<file path="config.mk">
export PLATFORM = sky130hd
export DESIGN_NAME = memory_arbiter_flat
export DESIGN_NICKNAME = d
export VERILOG_FILES = /design/src/rtl/memory_arbiter_pkg.sv /design/src/rtl/memory_arbiter_if.sv /design/src/rtl/memory_arbiter.sv /design/src/flat_wrapper.sv
export SDC_FILE = /design/constraint.sdc
export NUM_CORES = 1
export LEC_CHECK = 0
export ABC_CLOCK_PERIOD_IN_PS = 1900
export CAP_MARGIN = 20
export CORE_AREA = 4 4 101 103
export DETAILED_ROUTE_END_ITERATION = 6
export DIE_AREA = 0 0 105 107
export GPL_TIMING_DRIVEN = 0
export PLACE_DENSITY = 0.67
export SYNTH_ARGS = -nofsm -noshare
export SYNTH_HDL_FRONTEND = slang
export SYNTH_SLANG_ARGS = --single-unit
export TNS_END_PERCENT = 50
</file>
<file path="constraint.sdc">
create_clock -name CLK -period 1.9 [get_ports CLK]
set_clock_uncertainty 0.15 [all_clocks]
set_input_delay 0.38 -clock CLK [delete_from_list [all_inputs] [get_ports CLK]]
set_output_delay 0.38 -clock CLK [all_outputs]
set_load 0.02 [all_outputs]
</file>
<file path="src/rtl/memory_arbiter_pkg.sv">
// Shared types for the I/D memory arbiter: RAM handshake state, word type and FSM states.
package memory_arbiter_pkg;

  localparam int WORD_W_DEF = 32;

  typedef logic [WORD_W_DEF-1:0] word_t;

  typedef enum logic [1:0] {
    FREE   = 2'd0,
    BUSY   = 2'd1,
    ACCESS = 2'd2,
    ERROR  = 2'd3
  } ramstate_t;

  typedef enum logic [1:0] {
    IDLE   = 2'd0,
    IGRANT = 2'd1,
    DGRANT = 2'd2
  } arb_state_t;

endpackage

</file>
<file path="src/rtl/memory_arbiter_if.sv">
// CPU-side requester signals and RAM-side port of the arbiter, bundled as one interface.
interface memory_arbiter_if #(
  parameter int WORD_W = 32
);
  import memory_arbiter_pkg::*;

  logic              iREN;
  logic [WORD_W-1:0] iaddr;
  logic              iwait;
  logic [WORD_W-1:0] iload;

  logic              dREN;
  logic              dWEN;
  logic [WORD_W-1:0] daddr;
  logic [WORD_W-1:0] dstore;
  logic              dwait;
  logic [WORD_W-1:0] dload;

  logic              ramREN;
  logic              ramWEN;
  logic [WORD_W-1:0] ramaddr;
  logic [WORD_W-1:0] ramstore;
  logic [WORD_W-1:0] ramload;
  ramstate_t         ramstate;

  logic              mem_err;

  // Arbiter side
  modport slave (
    input  iREN, iaddr, dREN, dWEN, daddr, dstore, ramload, ramstate,
    output iwait, iload, dwait, dload, ramREN, ramWEN, ramaddr, ramstore, mem_err
  );

  // CPU + RAM side
  modport master (
    output iREN, iaddr, dREN, dWEN, daddr, dstore, ramload, ramstate,
    input  iwait, iload, dwait, dload, ramREN, ramWEN, ramaddr, ramstore, mem_err
  );

endinterface

</file>
<file path="src/rtl/memory_arbiter.sv">
// Shares one RAM port between instruction fetch and data access, one transaction at a time,
// with a bounded run of data grants so fetch cannot starve.
module memory_arbiter
  import memory_arbiter_pkg::*;
#(
  parameter int WORD_W      = 32,
  parameter int DSTREAK_MAX = 4
) (
  input logic              CLK,
  input logic              nRST,
  memory_arbiter_if.slave  bus
);

  localparam int SW = $clog2(DSTREAK_MAX + 1);
  localparam logic [SW-1:0] STREAK_MAX = SW'(DSTREAK_MAX);

  arb_state_t    state;
  logic [SW-1:0] dstreak;
  logic          d_pend;
  logic          i_live;
  logic          d_live;

  assign d_pend = bus.dREN | bus.dWEN;
  assign i_live = (state == IGRANT) && bus.iREN;
  assign d_live = (state == DGRANT) && d_pend;

  assign bus.iload = bus.ramload;
  assign bus.dload = bus.ramload;

  always_comb begin
    bus.iwait    = 1'b1;
    bus.dwait    = 1'b1;
    bus.mem_err  = 1'b0;
    bus.ramREN   = 1'b0;
    bus.ramWEN   = 1'b0;
    bus.ramaddr  = '0;
    bus.ramstore = '0;
    case (state)
      IGRANT: begin
        bus.ramREN  = 1'b1;
        bus.ramaddr = bus.iaddr;
      end
      DGRANT: begin
        // a write takes precedence when both read and write are requested
        bus.ramWEN   = bus.dWEN;
        bus.ramREN   = ~bus.dWEN;
        bus.ramaddr  = bus.daddr;
        bus.ramstore = bus.dWEN ? bus.dstore : '0;
      end
      default: ;
    endcase
    if (bus.ramstate == ACCESS) begin
      bus.iwait = ~i_live;
      bus.dwait = ~d_live;
    end
    bus.mem_err = (i_live | d_live) && (bus.ramstate == ERROR);
  end

  always_ff @(posedge CLK or negedge nRST) begin
    if (!nRST) begin
      state   <= IDLE;
      dstreak <= '0;
    end else begin
      case (state)
        IDLE: begin
          if (d_pend && !(bus.iREN && dstreak == STREAK_MAX)) state <= DGRANT;
          else if (bus.iREN)                                  state <= IGRANT;
        end
        IGRANT: begin
          if (!bus.iREN) begin
            state <= IDLE;
          end else if (bus.ramstate == ACCESS) begin
            state   <= IDLE;
            dstreak <= '0;
          end else if (bus.ramstate == ERROR) begin
            state <= IDLE;
          end
        end
        DGRANT: begin
          if (!d_pend) begin
            state <= IDLE;
          end else if (bus.ramstate == ACCESS) begin
            state <= IDLE;
            if (dstreak != STREAK_MAX) dstreak <= dstreak + 1'b1;
          end else if (bus.ramstate == ERROR) begin
            state <= IDLE;
          end
        end
        default: state <= IDLE;
      endcase
    end
  end

endmodule

</file>
<file path="src/flat_wrapper.sv">
// flat-port wrapper written by rule: the top's interface ports become plain ports
module memory_arbiter_flat import memory_arbiter_pkg::*;
#(
  parameter int WORD_W      = 32,
  parameter int DSTREAK_MAX = 4
)
  (CLK, nRST, bus_iREN, bus_iaddr, bus_dREN, bus_dWEN, bus_daddr, bus_dstore, bus_ramload, bus_ramstate, bus_iwait, bus_iload, bus_dwait, bus_dload, bus_ramREN, bus_ramWEN, bus_ramaddr, bus_ramstore, bus_mem_err);
  memory_arbiter_if #(.WORD_W(WORD_W)) bus_i ();
  input logic CLK;
  input logic nRST;
  input wire logic [$bits(bus_i.iREN)-1:0] bus_iREN;
  input wire logic [$bits(bus_i.iaddr)-1:0] bus_iaddr;
  input wire logic [$bits(bus_i.dREN)-1:0] bus_dREN;
  input wire logic [$bits(bus_i.dWEN)-1:0] bus_dWEN;
  input wire logic [$bits(bus_i.daddr)-1:0] bus_daddr;
  input wire logic [$bits(bus_i.dstore)-1:0] bus_dstore;
  input wire logic [$bits(bus_i.ramload)-1:0] bus_ramload;
  input wire logic [$bits(bus_i.ramstate)-1:0] bus_ramstate;
  output wire logic [$bits(bus_i.iwait)-1:0] bus_iwait;
  output wire logic [$bits(bus_i.iload)-1:0] bus_iload;
  output wire logic [$bits(bus_i.dwait)-1:0] bus_dwait;
  output wire logic [$bits(bus_i.dload)-1:0] bus_dload;
  output wire logic [$bits(bus_i.ramREN)-1:0] bus_ramREN;
  output wire logic [$bits(bus_i.ramWEN)-1:0] bus_ramWEN;
  output wire logic [$bits(bus_i.ramaddr)-1:0] bus_ramaddr;
  output wire logic [$bits(bus_i.ramstore)-1:0] bus_ramstore;
  output wire logic [$bits(bus_i.mem_err)-1:0] bus_mem_err;
  assign bus_i.iREN = bus_iREN;
  assign bus_i.iaddr = bus_iaddr;
  assign bus_i.dREN = bus_dREN;
  assign bus_i.dWEN = bus_dWEN;
  assign bus_i.daddr = bus_daddr;
  assign bus_i.dstore = bus_dstore;
  assign bus_i.ramload = bus_ramload;
  assign bus_i.ramstate = bus_ramstate;
  assign bus_iwait = bus_i.iwait;
  assign bus_iload = bus_i.iload;
  assign bus_dwait = bus_i.dwait;
  assign bus_dload = bus_i.dload;
  assign bus_ramREN = bus_i.ramREN;
  assign bus_ramWEN = bus_i.ramWEN;
  assign bus_ramaddr = bus_i.ramaddr;
  assign bus_ramstore = bus_i.ramstore;
  assign bus_mem_err = bus_i.mem_err;
  memory_arbiter #(.WORD_W(WORD_W), .DSTREAK_MAX(DSTREAK_MAX)) u_core (.CLK(CLK), .nRST(nRST), .bus(bus_i));
endmodule
</file>
==> metrics.yaml <==
run_status:
  status: "finished, violations left"
  violations: "negative setup slack"
power:
  irDropWorstVdd_mv: 0.618
  pwr_density_cell_nw_per_um2: 884
  p_comb_frac: 0.909
  p_int_mw: 2.43
  p_seq_frac: 0.046
  leakagePower_nw: 2.09
  clockPowerShare: 0.045
  switching_share: 0.428
  power_switching_mw: 1.82
synth:
  synth_cells: 226
  ys_seq_area_frac: 0.0756
  yosysWarningCount: 0
  syn_area_sq_um: 1650
  async_reset_ff_frac: 1.00
  yosysMostFrequentCell: "buf_4"
  synth_edf_count: 0
  ys_ff_latch: 5
  synthTopCellsByCount: "buf_4 (64), nor2b_1 (34), a22oi_1 (32), and3_1 (32), buf_2 (11)"
  synth_cell_types: 31
  synthFlopType: "dfrtp_1"
  synth_area_leaders: "buf_4 (29%), a22oi_1 (15%), nor2b_1 (13%)"
  synth.top_cell.area_share: 0.290
  postSynthAreaPerCell_sq_um: 7.32
  synth_nets: 367
  yosysTopAreaCell: "buf_4"
routing:
  wl_per_cell_microns: 17.1
  via_per_inst: 4.22
  drt.antenna.violating_nets: 0
  firstDrtPassIters: 4
  wirelength_mm: 10.2
  vias: 2511
  drc: 0
  drtIter0Drc: 61
sta:
  final.setup.tns_ns: -10.97
  setup_viol: 69
  clock.fmax_ghz: 0.474
  finalCritPeriodShare: 1.11
  tightest_slew_ns: 0.358
  slew_headroom: 0.760
  grt_setup_unrepaired: "true"
  slew_viol_final: 0
  period_needed_ns: 2.11
  hold_viol_final: 0
  setup_ws_ns: -0.209
finish:
  nets: 626
  syn_to_final_growth_pct: 191
  nFillCells: 857
  multi_input_area_sq_um: 1260
  drive_gt1_frac: 0.512
  final_cells: 595
  num_antenna_cells: 0
  seqCellArea_sq_um: 126
  fin_util: 0.523
clock_network:
  clkTransAtPathRegs_ns: 0.03
  cts.sinks: 5
  cts_buffers: 3
  cts_max_level: 1
  insertion_delay_ns: 0.22
  cts_root_buf: "clkbuf_8"
  clockBufferDepth: 2
  cts_tree: "done"
critical_path:
  cp-start-kind: "register"
  rr_worst_depth: 8
  cp.depth: 7
  cp_cell_sequence: "inv_2, ha_4, buf_12, clkbuf_16, a22oi_2, nor2b_1, buf_4"
  crit_slowest_cell: "dfrtp_1"
  cp.required_ns: 1.37
  endpoint: "bus_ramaddr[12]"
  reg2reg_slack_ns: 0.02
  rr_startpoint: "u_core.state[1]"
  critPathMaxStageDelay_ns: 0.41
  crit_start: "u_core.state[1]"
  worst-path-buf-inv: 4
  crit_fanout: 6
  r2r-end: "u_core.state[1]"
  critPathKind: "reg2out"
  end_kind: "output port"
  crit_arrival_ns: 1.58
  crit_family: "buffers and inverters"
global_routing:
  grt_remaining_overflow: 0
  grt_max_degree: 11
  grt_pass1_vias: 2592
  grt_usage: 0.162
  antenna_found_initial: 0
  grt_pass1_wl_mm: 14.6
placement:
  hpwl_mm: 8.43
  place.gp.congestion: 0.773
  pre_cts_ws_ns: -0.864
  place_inst: 572
  port_buffers: 235
die:
  die_area_sq_um: 11200
  fp.dieW_microns: 105
  ioPinCount: 268
  die_h_microns: 107
  rows: 35
  coreArea_sq_um: 9200
  initial_core_util: 0.180
worst_hold_path:
  hold_class: "in2async"
flow_run:
  max_cap_violations: 0
## power groups by stage
stage	sequential (mW)	combinational, mW	clock (mW)
final	0.197	3.87	0.191
after global routing	0.204	4.13	0.207
after CTS	0.191	3.49	0.197
after detailed placement	0.192	2.97	0
after global placement	0.187	2.94	0
after floorplan	0.182	1.66	0
## per-layer routing
| metal | up-vias | global-route usage | part of all wire |
|---|---|---|---|
| met5 | - | 0 | 0 |
| met4 | 0 | 0.0187 | 0.0056 |
| met3 | 4 | 0.0241 | 0.049 |
| li1 | 1239 | - | - |
| met2 | 110 | 0.324 | 0.57 |
| met1 | 1158 | 0.183 | 0.38 |
## area by class of cell
type	count	share of cell area
plain buffers	82	0.149
clock buffers	4	0.00936
inverters	4	0.00364
multi-input cells	135	0.262
flip-flops and latches	5	0.0263
well taps	111	0.0289
repair buffers	254	0.521
## metrics by stage
step                      power (mW)  instance area (sq um)  hold WS [ns]
after floorplan                 1.84                   1700       -0.0656
after global placement          3.13                   4190         0.347
after detailed placement        3.16                   4190         0.362
after CTS                       3.88                   4490         0.244
after global routing            4.55                   4810         0.250
final                           4.26                   4810         0.238
## placed cells by master, fill, tap and decap left out, types with 2 or more instances in the layout
cell | synthesis | final
buf_2 | 11 | 3
mux2i_1 | 2 | 2
and3_1 | 32 | 3
buf_8 | 0 | 6
nand3_1 | 3 | 2
nor2_1 | 3 | 2
and3_4 | 1 | 17
a22oi_1 | 32 | 6
clkbuf_8 | 0 | 5
nor2b_4 | 0 | 2
clkdlybuf4s50_1 | 0 | 165
ha_4 | 0 | 3
a22oi_2 | 0 | 26
nor2b_2 | 0 | 5
buf_12 | 0 | 3
ha_1 | 6 | 3
dfrtp_1 | 5 | 4
and3_2 | 0 | 13
nand2_1 | 5 | 4
buf_6 | 0 | 49
buf_4 | 64 | 105
inv_1 | 4 | 2
nor2b_1 | 34 | 27
## state kept, by name (all words and copies together), names as in the netlist
register,flops
u_core.dstreak,3
u_core.state,2
## worst min path at each step
stage,endpoint,slack (ns),depth (start not counted)
after floorplan,u_core.dstreak[0],-0.07,0
after global placement,u_core.dstreak[0],0.35,1
after detailed placement,u_core.dstreak[0],0.36,1
after CTS,u_core.state[1],0.24,1
after global routing,u_core.state[1],0.25,1
final,u_core.state[1],0.24,1
## logic make-up after synthesis
family | after synthesis | synth area share
compound gates | 42 | 0.203
flops | 5 | 0.0756
mux | 2 | 0.0121
simple gates | 85 | 0.315
fa+ha+maj | 6 | 0.0454
buf+inv | 86 | 0.349
## repair_timing
action                     CTS  global route
hold buffers                 0             0
setup endpoints to repair   69            71
pin swaps                    1            15
gates cloned                 5             1
resized for setup          438            71
buffers inserted             9             4
Power figures use the tool's default switching activity.
